$ cat src/rtl/oled_spi_arbiter_pkg.sv
// Shared definitions for the OLED SPI arbiter: FSM state encoding and default timing.
package oled_spi_arbiter_pkg;

    localparam int CLK_DIV_DEFAULT = 4;

    typedef enum logic [1:0] {
        IDLE  = 2'd0,
        LOAD  = 2'd1,
        SHIFT = 2'd2,
        GAP   = 2'd3
    } state_t;

endpackage

$ cat src/rtl/oled_spi_shifter.sv
// SPI byte serializer: sclk idles high, sdo changes on falling edges, MSB first.
module oled_spi_shifter
    import oled_spi_arbiter_pkg::*;
#(
    parameter int CLK_DIV = CLK_DIV_DEFAULT
) (
    input  logic       clk,
    input  logic       rst,
    input  logic       start,
    input  logic [7:0] tx_byte,
    output logic       sclk,
    output logic       sdo,
    output logic       done
);

    localparam logic [7:0] DIV_LAST = 8'(CLK_DIV - 1);

    logic [7:0] div_cnt;
    logic [2:0] bit_cnt;
    logic [7:0] shreg;
    logic       active;
    logic       div_wrap;

    assign div_wrap = (div_cnt == DIV_LAST);
    // Asserted during the final cycle of the last high-going half period.
    assign done     = active && !sclk && div_wrap && (bit_cnt == 3'd7);

    always_ff @(posedge clk or posedge rst) begin
        if (rst) begin
            active  <= 1'b0;
            div_cnt <= '0;
            bit_cnt <= '0;
            shreg   <= '0;
            sclk    <= 1'b1;
            sdo     <= 1'b0;
        end else if (start) begin
            active  <= 1'b1;
            div_cnt <= '0;
            bit_cnt <= '0;
            shreg   <= tx_byte;
            sclk    <= 1'b1;
        end else if (active) begin
            if (div_wrap) begin
                div_cnt <= '0;
                if (sclk) begin
                    sclk  <= 1'b0;
                    sdo   <= shreg[7];
                    shreg <= {shreg[6:0], 1'b0};
                end else begin
                    sclk    <= 1'b1;
                    bit_cnt <= bit_cnt + 3'd1;
                    if (bit_cnt == 3'd7) begin
                        active <= 1'b0;
                    end
                end
            end else begin
                div_cnt <= div_cnt + 8'd1;
            end
        end
    end

endmodule

$ cat src/rtl/oled_spi_arbiter.sv
// Two-requester arbiter for a shared OLED SPI link with burst locking and round-robin ties.
module oled_spi_arbiter
    import oled_spi_arbiter_pkg::*;
#(
    parameter int CLK_DIV = CLK_DIV_DEFAULT
) (
    input  logic       clk,
    input  logic       rst,
    input  logic       req0_valid,
    input  logic [7:0] req0_data,
    input  logic       req0_dc,
    input  logic       req0_last,
    output logic       req0_ready,
    input  logic       req1_valid,
    input  logic [7:0] req1_data,
    input  logic       req1_dc,
    input  logic       req1_last,
    output logic       req1_ready,
    output logic       sclk,
    output logic       sdo,
    output logic       dc,
    output logic [1:0] grant,
    output logic       busy
);

    localparam logic [7:0] GAP_LAST = 8'(CLK_DIV - 1);

    state_t     state;
    state_t     next_state;
    logic       last_ptr;
    logic       last_cap;
    logic [7:0] gap_cnt;
    logic       shift_start;
    logic       shift_done;
    logic       arb_hit;
    logic       arb_idx;
    logic       owner_valid;
    logic [7:0] sel_data;
    logic       sel_dc;
    logic       sel_last;

    // last_ptr names the most recently granted requester; a tie goes to the other one.
    always_comb begin
        arb_hit = 1'b0;
        arb_idx = 1'b0;
        if (req0_valid && req1_valid) begin
            arb_hit = 1'b1;
            arb_idx = ~last_ptr;
        end else if (req0_valid) begin
            arb_hit = 1'b1;
            arb_idx = 1'b0;
        end else if (req1_valid) begin
            arb_hit = 1'b1;
            arb_idx = 1'b1;
        end
    end

    assign owner_valid = (grant[0] && req0_valid) || (grant[1] && req1_valid);
    assign sel_data    = grant[1] ? req1_data : req0_data;
    assign sel_dc      = grant[1] ? req1_dc   : req0_dc;
    assign sel_last    = grant[1] ? req1_last : req0_last;

    always_ff @(posedge clk or posedge rst) begin
        if (rst) begin
            state <= IDLE;
        end else begin
            state <= next_state;
        end
    end

    always_comb begin
        next_state  = state;
        busy        = (state != IDLE);
        shift_start = (state == LOAD);
        req0_ready  = (state == LOAD) && grant[0];
        req1_ready  = (state == LOAD) && grant[1];
        case (state)
            IDLE: begin
                if (grant == 2'b00) begin
                    if (arb_hit) begin
                        next_state = LOAD;
                    end
                end else if (owner_valid) begin
                    next_state = LOAD;
                end
            end
            LOAD:    next_state = SHIFT;
            SHIFT:   if (shift_done) next_state = GAP;
            GAP:     if (gap_cnt == GAP_LAST) next_state = IDLE;
            default: next_state = IDLE;
        endcase
    end

    // A lock persists across IDLE until a byte tagged last has cleared GAP.
    always_ff @(posedge clk or posedge rst) begin
        if (rst) begin
            grant    <= 2'b00;
            last_ptr <= 1'b1;
            dc       <= 1'b0;
            last_cap <= 1'b0;
            gap_cnt  <= '0;
        end else begin
            case (state)
                IDLE: begin
                    if (grant == 2'b00 && arb_hit) begin
                        grant    <= arb_idx ? 2'b10 : 2'b01;
                        last_ptr <= arb_idx;
                    end
                end
                LOAD: begin
                    dc       <= sel_dc;
                    last_cap <= sel_last;
                    gap_cnt  <= '0;
                end
                GAP: begin
                    if (gap_cnt == GAP_LAST) begin
                        gap_cnt <= '0;
                        if (last_cap) begin
                            grant <= 2'b00;
                        end
                    end else begin
                        gap_cnt <= gap_cnt + 8'd1;
                    end
                end
                default: ;
            endcase
        end
    end

    oled_spi_shifter #(
        .CLK_DIV(CLK_DIV)
    ) u_shifter (
        .clk     (clk),
        .rst     (rst),
        .start   (shift_start),
        .tx_byte (sel_data),
        .sclk    (sclk),
        .sdo     (sdo),
        .done    (shift_done)
    );

endmodule
$ cat config.mk
export PLATFORM = sky130hd
export DESIGN_NAME = oled_spi_arbiter
export DESIGN_NICKNAME = d
export VERILOG_FILES = /design/src/rtl/oled_spi_arbiter_pkg.sv /design/src/rtl/oled_spi_shifter.sv /design/src/rtl/oled_spi_arbiter.sv
export SDC_FILE = /design/constraint.sdc
export NUM_CORES = 1
export LEC_CHECK = 0
export ABC_CLOCK_PERIOD_IN_PS = 3900
export BUFFER_PORTS_ARGS = -buffer_cell sky130_fd_sc_hd__clkbuf_2
export CAP_MARGIN = 20
export CORE_UTILIZATION = 60
export CTS_CLUSTER_SIZE = 8
export DETAILED_ROUTE_END_ITERATION = 16
export HOLD_SLACK_MARGIN = 0.12
export PLACE_DENSITY = 0.84
export SETUP_SLACK_MARGIN = 0.3
export SYNTH_ARGS = -nofsm -noshare
export SYNTH_HDL_FRONTEND = slang
export SYNTH_SLANG_ARGS = --single-unit
$ cat constraint.sdc
create_clock -name clk -period 3.9 [get_ports clk]
set_input_delay 0.39 -clock clk [delete_from_list [all_inputs] [get_ports clk]]
set_output_delay 0.39 -clock clk [all_outputs]
set_load 0.03 [all_outputs]
==> summary.txt <==
Status
  – Status: finished clean

Yosys
  – Synth warn: 0
  – Mean area per synthesized cell: 10.00 um^2
  – Synth Cell Area: 0.002031 mm^2
  – Number of synthesized register bits: 37
  – Synthesized instance count: 203
  – Number of flops mapped to enable cells by yosys: 0
  – Syn_nets: 235
  – Register area share after synthesis: 45.72%
  – Ys async rst share: 100.0%
  – Unique cell type count in the Yosys netlist: 39
  – Top_reg_cell synth: dfrtp_1

STA
  – Fin. max-slew vios: 0
  – Measured slew at the worst slew-check pin: 1.015 ns
  – Slew margin rel.: 32.36%
  – Count of final setup violators: 0
  – Minimum clock period: 2.535 ns
  – Final hold vios: 0
  – FMAX: 394.5 MHz
  – Skew final: 0.01582 ns
  – Fin crit share: 64.99%
  – TNS Setup: 0 ns
  – RSZ-0062 raised after global routing: false

Clock network
  – Setup bufs post-CTS: 0
  – Root Buffer: clkbuf_4
  – Clock Latency Late Sink: 0.35 ns
  – CTS buffer count: 5
  – Max Buffers Root-to-Sink: 2
  – CTS H-Tree Depth: 2
  – Hold Buf Count CTS: 0
  – Post_cts resized: 0
  – TritonCTS clock tree: done
  – Sink Count: 37
  – Clock transition at the registers of the reported paths: 0.11 ns

Die
  – Core footprint: 0.003128 mm^2
  – I/O pins: 32
  – Die area: 0.003621 mm^2
  – Row count: 20
  – Die width: 60.18 um
  – Die Y: 60.18 um
  – Initial Util: 64.92%

Detailed routing
  – ANT nets after route: 0
  – Via/cell ratio: 5.640
  – First DRT Iteration DRCs: 58
  – WL final: 3774 um
  – Pre-antenna DRT Iters: 4
  – Routed WL per cell: 13.58 um
  – Vias: 1,568
  – DRC violations left: 0

Power
  – Int Power: 896.0 uW
  – Leakage power figure: 1.059 nW
  – NetSw: 684.4 uW
  – Worst IR drop on VDD: 0.0004164 V
  – Comb power frac: 46.4%
  – Switching Share: 43.30%
  – Sequential power share: 41.3%
  – PD cells: 698.2 mW/mm^2
  – Clock power frac: 12.3%

Critical path
  – Critical path launch point type: flip-flop
  – CP arrival: 2.14 ns
  – Setup crit end kind: primary output
  – Critical path class: reg2out
  – Required time worst endpoint: 3.51 ns
  – Crit-path max FO: 33

Cells and area
  – Fraction of layout cells with a size suffix above 1: 23.08%
  – Area growth from synthesis to layout: 11.46%
  – ANT cells: 0
  – Commonest non-fill, non-tap cell in the layout: dfrtp_1
  – Fillers: 247
  – Final core occ: 72.36%
  – Most frequent cells in the layout: dfrtp_1 (35), clkbuf_2 (31), nand2_1 (26)
  – Nets: 265

GRT
  – GRT Overall Usage: 23.93%
  – Largest net degree at the start of global routing: 38
  – First-pass GRT wire length: 6299 um
  – Vias in the first global route: 1,460
  – GRT overflow: 0
  – Initial antenna violation count: 0

Placed design
  – RePlAce Congestion: 0.7865
  – Port Buffers: 31
  – DP HPWL: 2778 um

Run
  – Maxcap violations: 0

Worst hold path
  – Hold crit path type: in2async
==> registers in the layout (all words and copies together) (netlist names) <==
| name | count |
|---|---|
| u_shifter.active | 1 |
| u_shifter.div_cnt | 8 |
| grant | 2 |
| u_shifter.shreg | 8 |
| u_shifter.sclk | 1 |
| last_cap | 1 |
| gap_cnt | 8 |
| u_shifter.bit_cnt | 3 |
| last_ptr | 1 |
| u_shifter.sdo | 1 |
| dc | 1 |
| state | 2 |
==> cell type report <==
class	instances	area (um^2)	share of cell area (%)
Inverter	4	15.01	0.6634
Tap cell	44	55.05	2.432
Multi-Input combinational cell	153	1051	46.43
Sequential cell	37	928.4	41.02
Clock buffer	6	41.29	1.824
Timing Repair Buffer	32	162.7	7.186
Clock inverter	2	10.01	0.4422
==> synthesized netlist by cell type (all sizes together), types with 4 or more instances <==
master | n | area (um^2)
a22o | 4 | 35.03
ha | 8 | 100.1
nand3 | 7 | 40.04
xor2 | 4 | 35.03
mux2 | 7 | 78.82
a21oi | 6 | 30.03
inv | 4 | 15.01
nor4b | 4 | 65.07
mux2i | 14 | 140.1
clkbuf | 7 | 26.28
o21ai | 17 | 85.08
dfrtp | 35 | 875.8
nand2 | 26 | 97.59
nor2 | 21 | 78.83
xnor2 | 6 | 52.55
==> through the flow <==
stage               instance area [um^2]  power (mW)  hold WS (ns)  std cells  worst slack (ns)
CTS                                 2263       1.586        0.1238        278             1.365
floorplan                           2031       1.216        0.4444        203             1.962
detailed placement                  2212       1.394        0.4734        270             1.616
finish                              2263       1.580        0.1148        278             1.365
global route                        2263       1.702        0.1543        278             1.228
global placement                    2212       1.354        0.4579        270             1.712
==> power groups by stage <==
stage / sequential (mW) / clock (mW) / combinational [mW]
after global placement: 0.650 / 0 / 0.704
after detailed placement: 0.657 / 0 / 0.737
after global routing: 0.669 / 0.214 / 0.818
final: 0.653 / 0.195 / 0.733
after floorplan: 0.650 / 0 / 0.566
after CTS: 0.651 / 0.199 / 0.736
==> logic make-up (layout without fill, tap and decap cells) <==
family                     Yosys count  after routing  synth area share, %
AOI/OAI and AO/OA                   39             39                12.45
xor gates and xnor gates            10             10                4.313
adders and majority gates            8              8                4.929
buffers and inverters               13             44                2.526
DFF                                 37             37                45.72
muxes                               21             21                10.78
and+or+nand+nor                     75             75                19.29
==> worst max-delay path, cell delays in order, from the launching register on <==
cell and delay (ns):
dfrtp_1 0.43, inv_1 0.09, ha_1 0.83, and2_1 0.24, clkbuf_2 0.20
==> layer usage <==
metal  GRT usage (%)  share of wire (%)
met1           29.11                 45
met2           39.25                 49
met4           11.30                1.9
met5               0                  0
met3           6.277                4.0
==> path summary, 6_finish.rpt <==
path | from | to | slack (ns) | cells past startpoint
min | rst | u_shifter.shreg[5] | 0.11 | 3
max | state[1] | req1_ready | 1.37 | 4
min in group clk | req0_last | last_cap | 0.35 | 3
min reg2reg | gap_cnt[7] | gap_cnt[7] | 0.49 | 1
max reg2reg | state[1] | u_shifter.shreg[4] | 1.59 | 4
max in group asynchronous | rst | last_ptr | 3.44 | 3
No activity file was read; power rests on OpenSTA's default activity.
